## src/rtl/enc_pkg.sv

```systemverilog
// Shared widths and state type for the 4-to-2 sequential encoder.
// ENC_ROUND_ROBIN_EN (optional) switches arbitration from fixed priority to round robin.
package enc_pkg;
    localparam int REQ_W = 4;
    localparam int IDX_W = 2;

    typedef enum logic {
        IDLE  = 1'b0,
        DRAIN = 1'b1
    } state_t;
endpackage

```

## src/rtl/enc_pick4.sv

```systemverilog
// Combinational picker: first set bit of vec searching upward from start, wrapping mod 4.
// onehot_left flags that vec holds exactly one set bit.
module enc_pick4
    import enc_pkg::*;
(
    input  logic [REQ_W-1:0] vec,
    input  logic [IDX_W-1:0] start,
    output logic [IDX_W-1:0] idx,
    output logic             found,
    output logic             onehot_left
);

    logic [IDX_W-1:0] cand;

    // Walk offsets from far to near so the nearest hit to start wins.
    always_comb begin
        idx   = '0;
        found = 1'b0;
        cand  = '0;
        for (int i = REQ_W - 1; i >= 0; i--) begin
            cand = start + IDX_W'(i);
            if (vec[cand]) begin
                idx   = cand;
                found = 1'b1;
            end
        end
    end

    assign onehot_left = (vec != '0) && ((vec & (vec - REQ_W'(1))) == '0);

endmodule

```

## src/rtl/encoder_4to2_seq.sv

```systemverilog
// Accepts a multi-hot request word and drains it one index per output beat.
// Define ENC_ROUND_ROBIN_EN for a persistent round-robin pointer; default is lowest-index-first.
//
// state | meaning
// IDLE  | waiting for a request word, in_ready follows en
// DRAIN | emitting the pending bits, out_valid follows en
module encoder_4to2_seq
    import enc_pkg::*;
(
    input  logic             clk,
    input  logic             rst,
    input  logic             en,
    input  logic             in_valid,
    output logic             in_ready,
    input  logic [REQ_W-1:0] req,
    output logic             out_valid,
    input  logic             out_ready,
    output logic [IDX_W-1:0] idx,
    output logic             last,
    output logic             busy
);

    state_t           state, state_nxt;
    logic [REQ_W-1:0] pending, pending_nxt;
    logic [IDX_W-1:0] start;
    logic [IDX_W-1:0] pick_idx;
    logic             pick_found;
    logic             pick_one;
    logic             out_fire;

`ifdef ENC_ROUND_ROBIN_EN
    logic [IDX_W-1:0] ptr, ptr_nxt;
    assign start = ptr;
`else
    assign start = '0;
`endif

    enc_pick4 u_pick (
        .vec         (pending),
        .start       (start),
        .idx         (pick_idx),
        .found       (pick_found),
        .onehot_left (pick_one)
    );

    always_ff @(posedge clk) begin
        if (rst) begin
            state   <= IDLE;
            pending <= '0;
`ifdef ENC_ROUND_ROBIN_EN
            ptr     <= '0;
`endif
        end else begin
            state   <= state_nxt;
            pending <= pending_nxt;
`ifdef ENC_ROUND_ROBIN_EN
            ptr     <= ptr_nxt;
`endif
        end
    end

    assign out_fire = out_valid && out_ready && pick_found;

    always_comb begin
        state_nxt   = state;
        pending_nxt = pending;
`ifdef ENC_ROUND_ROBIN_EN
        ptr_nxt     = ptr;
`endif
        case (state)
            IDLE: begin
                // An all-zero word is accepted but never enters DRAIN.
                if (en && in_valid && (req != '0)) begin
                    pending_nxt = req;
                    state_nxt   = DRAIN;
                end
            end
            DRAIN: begin
                if (out_fire) begin
                    pending_nxt = pending & ~(REQ_W'(1) << pick_idx);
`ifdef ENC_ROUND_ROBIN_EN
                    ptr_nxt     = pick_idx + IDX_W'(1);
`endif
                    if (pick_one) begin
                        state_nxt = IDLE;
                    end
                end
            end
            default: state_nxt = IDLE;
        endcase
    end

    assign busy      = (state == DRAIN);
    assign in_ready  = en && (state == IDLE);
    assign out_valid = en && (state == DRAIN);
    assign idx       = busy ? pick_idx : '0;
    assign last      = busy && pick_one;

endmodule
```

## config.mk

```make
export PLATFORM = sky130hd
export DESIGN_NAME = encoder_4to2_seq
export DESIGN_NICKNAME = d
export VERILOG_FILES = /design/src/rtl/enc_pkg.sv /design/src/rtl/enc_pick4.sv /design/src/rtl/encoder_4to2_seq.sv
export SDC_FILE = /design/constraint.sdc
export NUM_CORES = 1
export LEC_CHECK = 0
export BUFFER_PORTS_ARGS = -buffer_cell sky130_fd_sc_hd__clkbuf_2
export CORE_AREA = 2 2 39 41
export DETAILED_ROUTE_END_ITERATION = 16
export DIE_AREA = 0 0 41 43
export GPL_TIMING_DRIVEN = 0
export HOLD_SLACK_MARGIN = 0.05
export SLEW_MARGIN = 30
export SYNTH_ARGS = -nofsm -noshare
export SYNTH_HDL_FRONTEND = slang
export SYNTH_HIERARCHICAL = 1
export SYNTH_SLANG_ARGS = --single-unit
```

## constraint.sdc

```tcl
create_clock -name clk -period 1.4 [get_ports clk]
set_clock_uncertainty 0.1 [all_clocks]
set_input_delay 0.07 -clock clk [delete_from_list [all_inputs] [get_ports clk]]
set_output_delay 0.07 -clock clk [all_outputs]
set_load 0.05 [all_outputs]
```

; ---- Word level (Yosys, flattened, before mapping)
; Cells that the tools add are included.
[word_totals]
ff_bits = 5
elab_cells = 38
[classes]
shifts = 1
n_eq_ne = 2
n_reduce_logical = 12
bitwise = 4
mux = 16
addsub = 1
[ops]
columns = op, n
row1 = $mux W2, 5
row2 = $and A4 B4 Y4, 2
row3 = $logic_and A1 B1 Y1, 8
row4 = $mux W4, 2
row5 = $pmux W4 S2, 1
row6 = $reduce_bool A4 Y1, 2
row7 = $mux W1, 7
row8 = $logic_not A4 Y1, 1
row9 = $not A4 Y4, 1
row10 = $shl A1 B2 Y4 const A, 1
row11 = $sub A4 B1 Y4 const B, 1
row12 = $ne A2 B1 Y1 const B, 1
row13 = $ne A2 B2 Y1 const B, 1
row14 = $pmux W1 S2, 1
row15 = $reduce_and A2 Y1, 1
row16 = $not A1 Y1, 1

; ---- Longest topological paths before layout
; Gate-level depths: netlist of run 1.
[depth]
word_depth = 9
ltp_mapped = 6
depth_no_buf = 6

; ---- Cells and area by module
; The synthesis of run 1 kept the hierarchy.
[by_module_without_submodules]
columns = module, seq_area_each_um2, n_inst, area_per_inst_um2, cells_per_inst
row1 = encoder_4to2_seq, 100.1, 1, 291.5, 35
row2 = enc_pick4, 0.0, 1, 107.6, 18

; ---- Worst setup path after synthesis of run 1
; No wires, ideal clock.
[synth_timing]
path_kind = register to register
from = register state, in the netlist busy
to = register pending[0]
setup_ps = 95
slack_ps = -374
path_stages_with_launch = 4
arrival_ps = 1579
cell_sequence = dfxtp_1 > and2b_2 > a32o_2 > a221oi_1
[synth_between]
elab_chain_len = 5
word_cells_on_any_way = 8
classes_between = 2 x eq/ne / 1 x mux / 1 x bitwise / 4 x reduce/logical
[synth_rtl]
columns = element, line_no
row1 = start: declaration, encoder_4to2_seq.sv:23  ; state_t state, state_nxt;
row2 = start signal: assignment, encoder_4to2_seq.sv:54  ; state <= state_nxt;
row3 = $logic_and A1 B1 Y1, encoder_4to2_seq.sv:95  ; assign out_valid = en && (state == DRAIN);
row4 = $logic_and A1 B1 Y1 (2 in series), encoder_4to2_seq.sv:62  ; assign out_fire = out_valid && out_ready && pick_found;
row5 = $ne A2 B1 Y1 (no source line), --
row6 = $reduce_and A2 Y1 (no source line), --
row7 = end signal: assignment, encoder_4to2_seq.sv:55  ; pending <= pending_nxt;
row8 = end: declaration, encoder_4to2_seq.sv:24  ; logic [REQ_W-1:0] pending, pending_nxt;
; Parallel ways exist; a longest one is shown, timed or not.
; A chain may end at the register's enable or synchronous reset.

; ---- Worst setup path after layout of run 1
[layout_timing]
from = register pending[2]
to = register pending[0]
[layout_between]
elab_chain_len = 8
word_cells_on_any_way = 14
classes_between = 1 x eq/ne / 1 x shift / 8 x mux / 2 x bitwise / 2 x reduce/logical
[layout_rtl]
columns = element, line_no
row1 = $mux W2 (3 in series), enc_pick4.sv:22  ; if (vec[cand]) begin
row2 = named net pick_idx[0], encoder_4to2_seq.sv:26  ; logic [IDX_W-1:0] pick_idx;
row3 = $shl A1 B2 Y4, encoder_4to2_seq.sv:80  ; pending_nxt = pending & ~(REQ_W'(1) << pick_idx);
row4 = $not A4 Y4, encoder_4to2_seq.sv:80
row5 = $and A4 B4 Y4, encoder_4to2_seq.sv:80
row6 = $mux W4, encoder_4to2_seq.sv:79  ; if (out_fire) begin
row7 = $pmux W4 S2, encoder_4to2_seq.sv:70  ; case (state)
; The timed path passes the listed nets, and every way through them passes these cells. The select of a mux whose other input is x is not followed.

==> results of run 1 <==
registers in the layout, summed over array words and instances, names as in the netlist:
| name | count |
|---|---|
| busy | 1 |
| pending | 4 |
worst max-delay path: stages, from the launching register on:
cell	delay, ns
dfxtp_4	0.38
nand2b_1	0.08
a21oi_2	0.14
a211oi_2	0.06
buf_4	0.15
or3b_4	0.36
o21ai_2	0.08
a221oi_2	0.07
layout by cell type (no fill, tap or decap), types with 2 or more instances in the layout:
cell,count
a21oi_2,2
a221oi_2,4
and2_1,2
and2_4,2
buf_4,5
buf_8,2
clkbuf_2,12
clkbuf_4,3
conb_1,9
dfxtp_4,5
inv_1,5
mux2i_1,2
nand2_1,2
nand2b_1,3
nand3b_1,2
nor2_1,4
o21ai_0,3
worst min path at each step:
stage	from	to	cells after the start	slack, ns
after global placement	rst	busy$_SDFF_PP0_	2	0.19
after global routing	en	busy$_SDFF_PP0_	3	0.08
after detailed placement	rst	busy$_SDFF_PP0_	2	0.20
after floorplan	rst	busy$_SDFF_PP0_	1	0.03
after CTS	in_valid	busy$_SDFF_PP0_	3	0.05
final	req[0]	pending[0]$_SDFFE_PP0P_	3	0.06
kinds of logic after synthesis:
kind of cell | share of synthesized area, %
simple gates | 34.80
compound gates | 26.33
buf+inv | 5.642
flops | 25.08
mux | 5.016
xor+xnor | 2.195
other cells | 0.9395
power by group through the flow:
stage	clock, mW	sequential (mW)	combinational (mW)
2_1_floorplan	0	0.180	0.124
3_3_place_gp	0	0.178	0.168
3_5_place_dp	0	0.178	0.169
4_1_cts	0.165	0.173	0.210
5_1_grt	0.178	0.178	0.262
6_report	0.159	0.175	0.238
routing by layer:
layer	vias to the layer above	GRT usage, %	part of all wire (%)	wire, um
met5	-	0	0	0
met4	0	2.000	0.78	8
met3	2	6.283	7.4	76
met2	19	23.13	52	530
met1	224	19.29	40	410
li1	247	-	-	-
per-stage QoR:
| step | hold WS [ns] | util, % | setup WS, ns |
|---|---|---|---|
| floorplan | 0.02936 | - | -0.02003 |
| global placement | 0.1934 | 39.69 | -0.1592 |
| detailed placement | 0.2004 | 39.69 | -0.1549 |
| CTS | 0.05077 | 48.28 | -0.1167 |
| global route | 0.07552 | 51.90 | -0.2288 |
| finish | 0.06367 | 51.90 | -0.1412 |
repair_timing:
item                                    in CTS  in global routing
resized for setup                           14                 12
pin swaps                                   10                  7
endpoints found under the setup margin       8                  8
hold buffers                                 1                  0
buffers inserted                             4                  2
endpoints found under the hold margin        5                  0
final cells by class:
cell class / count / area (um^2)
Tap cell: 16 / 20.02
Inverter: 5 / 18.77
Sequential cell: 5 / 118.9
Buffer: 1 / 5.005
Multi-Input combinational cell: 50 / 382.9
Clock buffer: 4 / 26.28
Fill cell: 137 / 665.6
Timing Repair Buffer: 20 / 146.4
==> flow_summary.json, run 1 <==
{
  "status": "finished, violations left",
  "failed_checks": "negative setup slack",
  "period_share_pct": 110.1,
  "dpl_cell_area_um2": 549.3,
  "via_per_inst": 4.871,
  "synth.top_cell.area_share_pct": 25.08,
  "hold_class": "input port to register",
  "clock_sinks": 5,
  "fin_tns_setup_ns": -0.5895,
  "fmax_mhz": 648.8,
  "clock_latency_ns": 0.24,
  "ys_seq_area_share_pct": 25.08,
  "netlist_area_um2": 399.1,
  "die_x_um": 41,
  "ant_nets": 0,
  "ir_worst_vdd_uv": 565.7,
  "r2r-end": "pending[0]$_SDFFE_PP0P_",
  "final_max_slew_viol_count": 0,
  "wl_um": 1026,
  "antenna_cells": 0,
  "setup_slack_ns": -0.1412,
  "initialDrtViolationCount": 7,
  "synth_edf_count": 0,
  "seqPwrFrac_pct": 30.6,
  "cts_buffers": 3,
  "cp_max_fo": 6,
  "instances_no_fill": 101,
  "cts.path.max_buffers": 2,
  "ff2ff_path_depth": 7,
  "p_int_mw": 0.3749,
  "swShare_pct": 34.56,
  "synth-main-ff-cell": "dfxtp_1",
  "synth_largest_area_cell": "dfxtp_1",
  "postSynthAreaPerCell_um2": 7.531,
  "synthTopCellsByCount": "dfxtp_1 (5), inv_1 (5)",
  "firstDrtPassIters": 4,
  "p_sw_mw": 0.1980,
  "syn_inst": 53,
  "cts_tree": "yes",
  "grt_usage_pct": 14.96,
  "critPathLaunchType": "register",
  "r2r_start": "pending[2]$_SDFFE_PP0P_",
  "cp-endpoint": "pending[0]$_SDFFE_PP0P_",
  "synthToLayoutAreaGrowth_pct": 79.94,
  "p_total_mw": 0.5729,
  "first_global_vias": 447,
  "drive_gt1_share_pct": 54.12,
  "worst_setup_path_end_kind": "register",
  "cp_data_required_time_ns": 1.42,
  "grt_pass1_wl_um": 1835,
  "antenna_found_initial": 0,
  "final.min_clock_period_ns": 1.541,
  "drv_cap": 0,
  "std_cell_rows": 14,
  "drc": 0,
  "place_inst": 91,
  "core_area_um2": 1384,
  "rsz0062_at_grt": "true",
  "avgRoutedWirePerCell_um": 10.16,
  "cts_root_buf": "clkbuf_4",
  "combinationalPowerShare_pct": 41.6,
  "pwr-share-clk_pct": 27.8,
  "initial_core_util_pct": 28.84,
  "die_y_um": 43,
  "dpl.hpwl_um": 738.9,
  "ys.warnings.count": 6,
  "path_clk_slew_ns": 0.04,
  "power.density_nw_per_um2": 797.8,
  "port_buffers": 14,
  "synth_seq_cells": 5,
  "num_vias": 492,
  "grt_max_degree": 11,
  "cts-htree-levels": 1,
  "critPathArrivalTime_ns": 1.56,
  "synth_cell_types": 25,
  "final_area_um2": 718.2,
  "overflow": 0,
  "ff2ff_setup_slack_ns": -0.14,
  "power.leakage_nw": 0.3137,
  "ys_async_sr_fraction_pct": 0,
  "ioPinCount": 15,
  "routabilityCongestion": 0.8067,
  "yosys-top-cells-area": "dfxtp_1 (25%), a221oi_1 (8.8%), and2_1 (6.3%)",
  "nNetsFinal": 95,
  "criticalPathCategory": "register to register",
  "setup_viol": 7,
  "critical_path.startpoint": "pending[2]$_SDFFE_PP0P_",
  "finalHoldViolCount": 0,
  "dieArea_um2": 1763
}
Note: power is estimated with default switching activity, not from simulation.
==> run 2: changes to the inputs <==
--- a/config.mk
+++ b/config.mk
@@ -11,6 +11,7 @@
 export DIE_AREA = 0 0 41 43
 export GPL_TIMING_DRIVEN = 0
 export HOLD_SLACK_MARGIN = 0.05
+export REMOVE_ABC_BUFFERS = 1
 export SLEW_MARGIN = 30
 export SYNTH_ARGS = -nofsm -noshare
 export SYNTH_HDL_FRONTEND = slang
==> run 2 against run 1 <==
Net effect: non-clock buffer count is 1 higher; cell count is 0.99% higher; highest routed layer unchanged; the run still ends with negative setup slack left; utilization stayed put; largest power group unchanged; first-iteration DRC count is 29% higher; wire length is 14% higher; sequential share of layout area stayed put; largest cell class unchanged; design area stayed put.
==> flow_summary.json, run 2 (synthesis gave the netlist of run 1 again) <==
{
  "avgRoutedWirePerCell_um": 11.48,
  "cts_tree": "yes",
  "firstDrtPassIters": 2,
  "power.density_nw_per_um2": 824.9,
  "ir_worst_vdd_uv": 400.4,
  "largest-register": "pending",
  "crit_family": "buffers and inverters",
  "port_buffers": 14,
  "fmax_mhz": 644.0,
  "finalHoldViolCount": 0,
  "cts-htree-levels": 1,
  "num_vias": 490,
  "whs_ns": 0.07197,
  "clock_latency_ns": 0.25,
  "cp_data_required_time_ns": 1.23,
  "drc": 0,
  "critPathLaunchType": "register",
  "instances_no_fill": 102,
  "cts.path.max_buffers": 2,
  "fin_tns_setup_ns": -0.8702,
  "min_to": "pending[1]$_SDFFE_PP0P_",
  "worst_path_largest_cell_delay_ns": 0.36,
  "hp-start": "req[1]",
  "worstHoldPathCells": 3,
  "grt_max_degree": 16,
  "period_share_pct": 110.9,
  "core_area_um2": 1384,
  "routabilityCongestion": 0.7225,
  "grt_pass1_wl_um": 1745,
  "die_y_um": 43,
  "cp_num_cells": 5,
  "failed_checks": "negative setup slack",
  "largest_reg_flops": 4,
  "r2r_start": "pending[2]$_SDFFE_PP0P_",
  "final_common_cell": "clkbuf_2",
  "nNetsFinal": 96,
  "power.leakage_nw": 0.3165,
  "die_x_um": 41,
  "r2r-end": "pending[0]$_SDFFE_PP0P_",
  "std_cell_rows": 14,
  "ff2ff_path_depth": 7,
  "nFillCells": 129,
  "via_per_inst": 4.804,
  "setup_slack_ns": -0.1528,
  "drive_gt1_share_pct": 53.49,
  "cts_buffers": 3,
  "worst-path-buf-inv": 3,
  "ff2ff_setup_slack_ns": -0.15,
  "grt_usage_pct": 15.56,
  "synthToLayoutAreaGrowth_pct": 79.94,
  "path_clk_slew_ns": 0.04,
  "hold_class": "input port to register",
  "initial_core_util_pct": 28.84,
  "critical-path-slowest-cell": "dfxtp_4",
  "ioPinCount": 15,
  "rsz0062_at_grt": "true",
  "cp_max_fo": 5,
  "clock_sinks": 5,
  "setup_viol": 8,
  "initialDrtViolationCount": 9,
  "final_max_slew_viol_count": 0,
  "ff_latch_area_um2": 118.9,
  "critPathArrivalTime_ns": 1.38,
  "criticalPathCategory": "register to output pin",
  "final.min_clock_period_ns": 1.553,
  "multi_input_area_um2": 359.1,
  "cts_root_buf": "clkbuf_4",
  "place_inst": 90,
  "wl_um": 1171,
  "ant_nets": 0,
  "first_global_vias": 411,
  "overflow": 0,
  "dpl.hpwl_um": 735.7,
  "cp_cell_sequence": "buf_4 -> a211oi_2 -> buf_4 -> and2_4 -> clkbuf_16",
  "status": "finished, violations left",
  "p_total_mw": 0.5924,
  "layout_common_cells": "clkbuf_2 (11), conb_1 (9), buf_4 (6)",
  "antenna_cells": 0,
  "drv_cap": 0,
  "antenna_found_initial": 0,
  "worst_setup_path_end_kind": "output pin",
  "dieArea_um2": 1763,
  "crit_path_frequent_cell": "buf_4"
}
## run 2: stage by stage
stage	worst slack (ns)	area, um^2	utilization (%)
after global placement	-0.3028	515.5	37.25
final	-0.1528	718.2	51.90
after CTS	-0.1540	674.4	48.73
after detailed placement	-0.3636	515.5	37.25
after global routing	-0.2201	718.2	51.90
after floorplan	-0.4947	425.4	-
## run 2: area by class of cell
cell class	instances	area share, %
tap	16	2.787
sequential	5	16.55
timing repair buffer	22	24.39
clock buffer	4	3.659
multi-input combinational	50	50.00
inverter	5	2.613
## run 2: worst register-to-register path, cell delays in order (launching register included)
cell	delay (ns)
dfxtp_4	0.38
nand2b_1	0.08
a21oi_2	0.13
a211oi_2	0.04
buf_4	0.15
or3b_4	0.39
o21ai_2	0.07
a221oi_2	0.07
## run 2: timing repair
item	4_1_cts	5_1_grt
resized for setup	25	10
setup buffers	4	2
hold buffers	2	0
hold endpoints to repair	5	0
pin swaps	4	4
setup endpoints to repair	10	10
## run 2: report_power, final
group	internal [mW]	switching (mW)
clock network	0.108	0.0693
logic	0.114	0.122
registers	0.153	0.0252
total	0.376	0.216
## run 2: worst max path at each step
stage,startpoint,end
floorplan,busy$_SDFF_PP0_,pending[0]$_SDFFE_PP0P_
global placement,pending[3]$_SDFFE_PP0P_,pending[0]$_SDFFE_PP0P_
detailed placement,pending[3]$_SDFFE_PP0P_,pending[2]$_SDFFE_PP0P_
CTS,pending[2]$_SDFFE_PP0P_,idx[0]
global route,pending[2]$_SDFFE_PP0P_,pending[0]$_SDFFE_PP0P_
finish,pending[0]$_SDFFE_PP0P_,idx[0]
## run 2: per-layer routing
| metal | track usage [%] | share of wire, % | vias to the layer above |
|---|---|---|---|
| li1 | - | - | 250 |
| met1 | 17.68 | 39 | 223 |
| met2 | 22.81 | 54 | 13 |
| met3 | 4.712 | 4.4 | 4 |
| met4 | 12.00 | 2.8 | 0 |
| met5 | 0 | 0 | - |
==> run 3: changes to the inputs <==
==> constraint.sdc (replaced) <==
create_clock -name clk -period 1.4 [get_ports clk]
set_clock_uncertainty 0.1 [all_clocks]
set_input_delay 0.14 -clock clk [delete_from_list [all_inputs] [get_ports clk]]
set_output_delay 0.14 -clock clk [all_outputs]
set_load 0.05 [all_outputs]
==> run 3 against run 2 <==
Net effect: the flow still finishes with violations (negative setup slack); clock power decreased by 5%; die area unchanged; non-clock buffer count increased by 1; count of clock-buffer cells in the layout unchanged; cell count increased by 0.98%; critical path depth increased by 1; maximum frequency decreased by 5.4%; utilization increased by 2.8 points; register-to-register slack about the same; via count decreased by 0.20%; sequential share of layout area decreased by 0.85 points; flip-flop and latch count unchanged; largest power group unchanged.
==> flow_summary.json, run 3 (synthesis gave the netlist of run 1 again) <==
{
  "antenna_cells": 0,
  "cts_root_buf": "clkbuf_4",
  "worst_path_largest_cell_delay_ns": 0.36,
  "status": "finished, violations left",
  "wl_um": 1203,
  "cp_cell_sequence": "buf_6 -> nor3_4 -> nand2_1 -> o21ai_1 -> and2_4 -> buf_8",
  "firstDrtPassIters": 3,
  "final_max_slew_viol_count": 0,
  "final_common_cell": "clkbuf_2",
  "antenna_found_initial": 0,
  "failed_checks": "negative setup slack",
  "grt_pass1_wl_um": 1842,
  "path_clk_slew_ns": 0.04,
  "multi_input_area_um2": 397.9,
  "clock_latency_ns": 0.25,
  "num_vias": 489,
  "cp_data_required_time_ns": 1.16,
  "finalHoldViolCount": 0,
  "worst_setup_path_end_kind": "output pin",
  "dieArea_um2": 1763,
  "hold_class": "input port to register",
  "cts-htree-levels": 1,
  "first_global_vias": 423,
  "ant_nets": 0,
  "routabilityCongestion": 0.7225,
  "critical-path-slowest-cell": "dfxtp_4",
  "criticalPathCategory": "register to output pin",
  "nFillCells": 125,
  "ir_worst_vdd_uv": 463.3,
  "overflow": 0,
  "power.leakage_nw": 0.3269,
  "p_total_mw": 0.6151,
  "drv_cap": 0,
  "critPathArrivalTime_ns": 1.40,
  "rsz0062_at_grt": "true",
  "place_inst": 90,
  "clock_sinks": 5,
  "cts_buffers": 3,
  "instances_no_fill": 103,
  "die_y_um": 43,
  "drc": 0,
  "cts_tree": "yes",
  "synthToLayoutAreaGrowth_pct": 89.66,
  "setup_slack_ns": -0.2409,
  "port_buffers": 14,
  "die_x_um": 41,
  "power.density_nw_per_um2": 812.6,
  "place_ws_ns": -0.3636,
  "largest-register": "pending",
  "layout_common_cells": "clkbuf_2 (10), conb_1 (9), buf_4 (7)",
  "largest_reg_flops": 4,
  "initial_core_util_pct": 28.84,
  "std_cell_rows": 14,
  "ioPinCount": 15,
  "period_share_pct": 117.2,
  "core_area_um2": 1384,
  "nNetsFinal": 97,
  "grt_usage_pct": 16.30,
  "initialDrtViolationCount": 4,
  "critPathLaunchType": "register",
  "via_per_inst": 4.748,
  "ff_latch_area_um2": 118.9,
  "cp_max_fo": 6,
  "cts.path.max_buffers": 2,
  "fmax_mhz": 609.4,
  "drive_gt1_share_pct": 58.62,
  "dpl.hpwl_um": 735.7,
  "final.min_clock_period_ns": 1.641,
  "setup_viol": 8,
  "avgRoutedWirePerCell_um": 11.68,
  "grt_max_degree": 16
}
run 3: layout make-up:
class | instances | share of cell area (%)
tap | 16 | 2.645
sequential | 5 | 15.70
multi-input combinational | 50 | 52.56
timing repair buffer | 23 | 23.14
clock buffer | 4 | 3.471
inverter | 5 | 2.479
run 3: report_power, final:
group	switching [mW]	internal [mW]
clock	0.0616	0.108
sequential	0.0237	0.154
combinational	0.138	0.130
run 3: worst paths after layout:
| check | from | end | slack [ns] | depth (start not counted) |
|---|---|---|---|---|
| worst max-delay path | pending[2]$_SDFFE_PP0P_ | last | -0.24 | 6 |
| worst min register to register | pending[3]$_SDFFE_PP0P_ | pending[3]$_SDFFE_PP0P_ | 0.44 | 2 |
| worst max register to register | pending[2]$_SDFFE_PP0P_ | pending[0]$_SDFFE_PP0P_ | -0.16 | 7 |
| worst min-delay path | req[0] | pending[0]$_SDFFE_PP0P_ | 0.10 | 3 |
run 3: metrics by stage:
step	hold WS (ns)	utilization [%]	cell area [um^2]	setup TNS, ns
CTS	0.1278	48.19	666.9	-1.120
global route	0.1252	54.70	757.0	-1.574
global placement	0.2714	37.25	515.5	-1.271
finish	0.1043	54.70	757.0	-1.101
detailed placement	0.2759	37.25	515.5	-1.441
floorplan	0.1091	-	425.4	-2.779
run 3: layer usage:
layer	routed length (um)	vias up	share of wire (%)	GRT usage, %
met3	53	4	4.4	4.712
met1	469	220	39	18.77
met5	0	-	0	0
met2	640	13	53	24.06
met4	40	0	3.3	12.00
li1	-	252	-	-
run 3: what timing repair did:
| action | 4_1_cts | 5_1_grt |
|---|---|---|
| pin swaps | 8 | 13 |
| setup buffers | 4 | 5 |
| hold endpoints to repair | 4 | 0 |
| endpoints found under the setup margin | 10 | 10 |
| gates resized for setup | 29 | 16 |
| hold buffers | 1 | 0 |
run 3: worst max-delay path: cells and delay by family (launching register included):
kind | cells | cell delay, ns
AOI/OAI and AO/OA | 1 | 0.12
and+or+nand+nor | 3 | 0.42
DFF | 1 | 0.36
buffers and inverters | 2 | 0.25
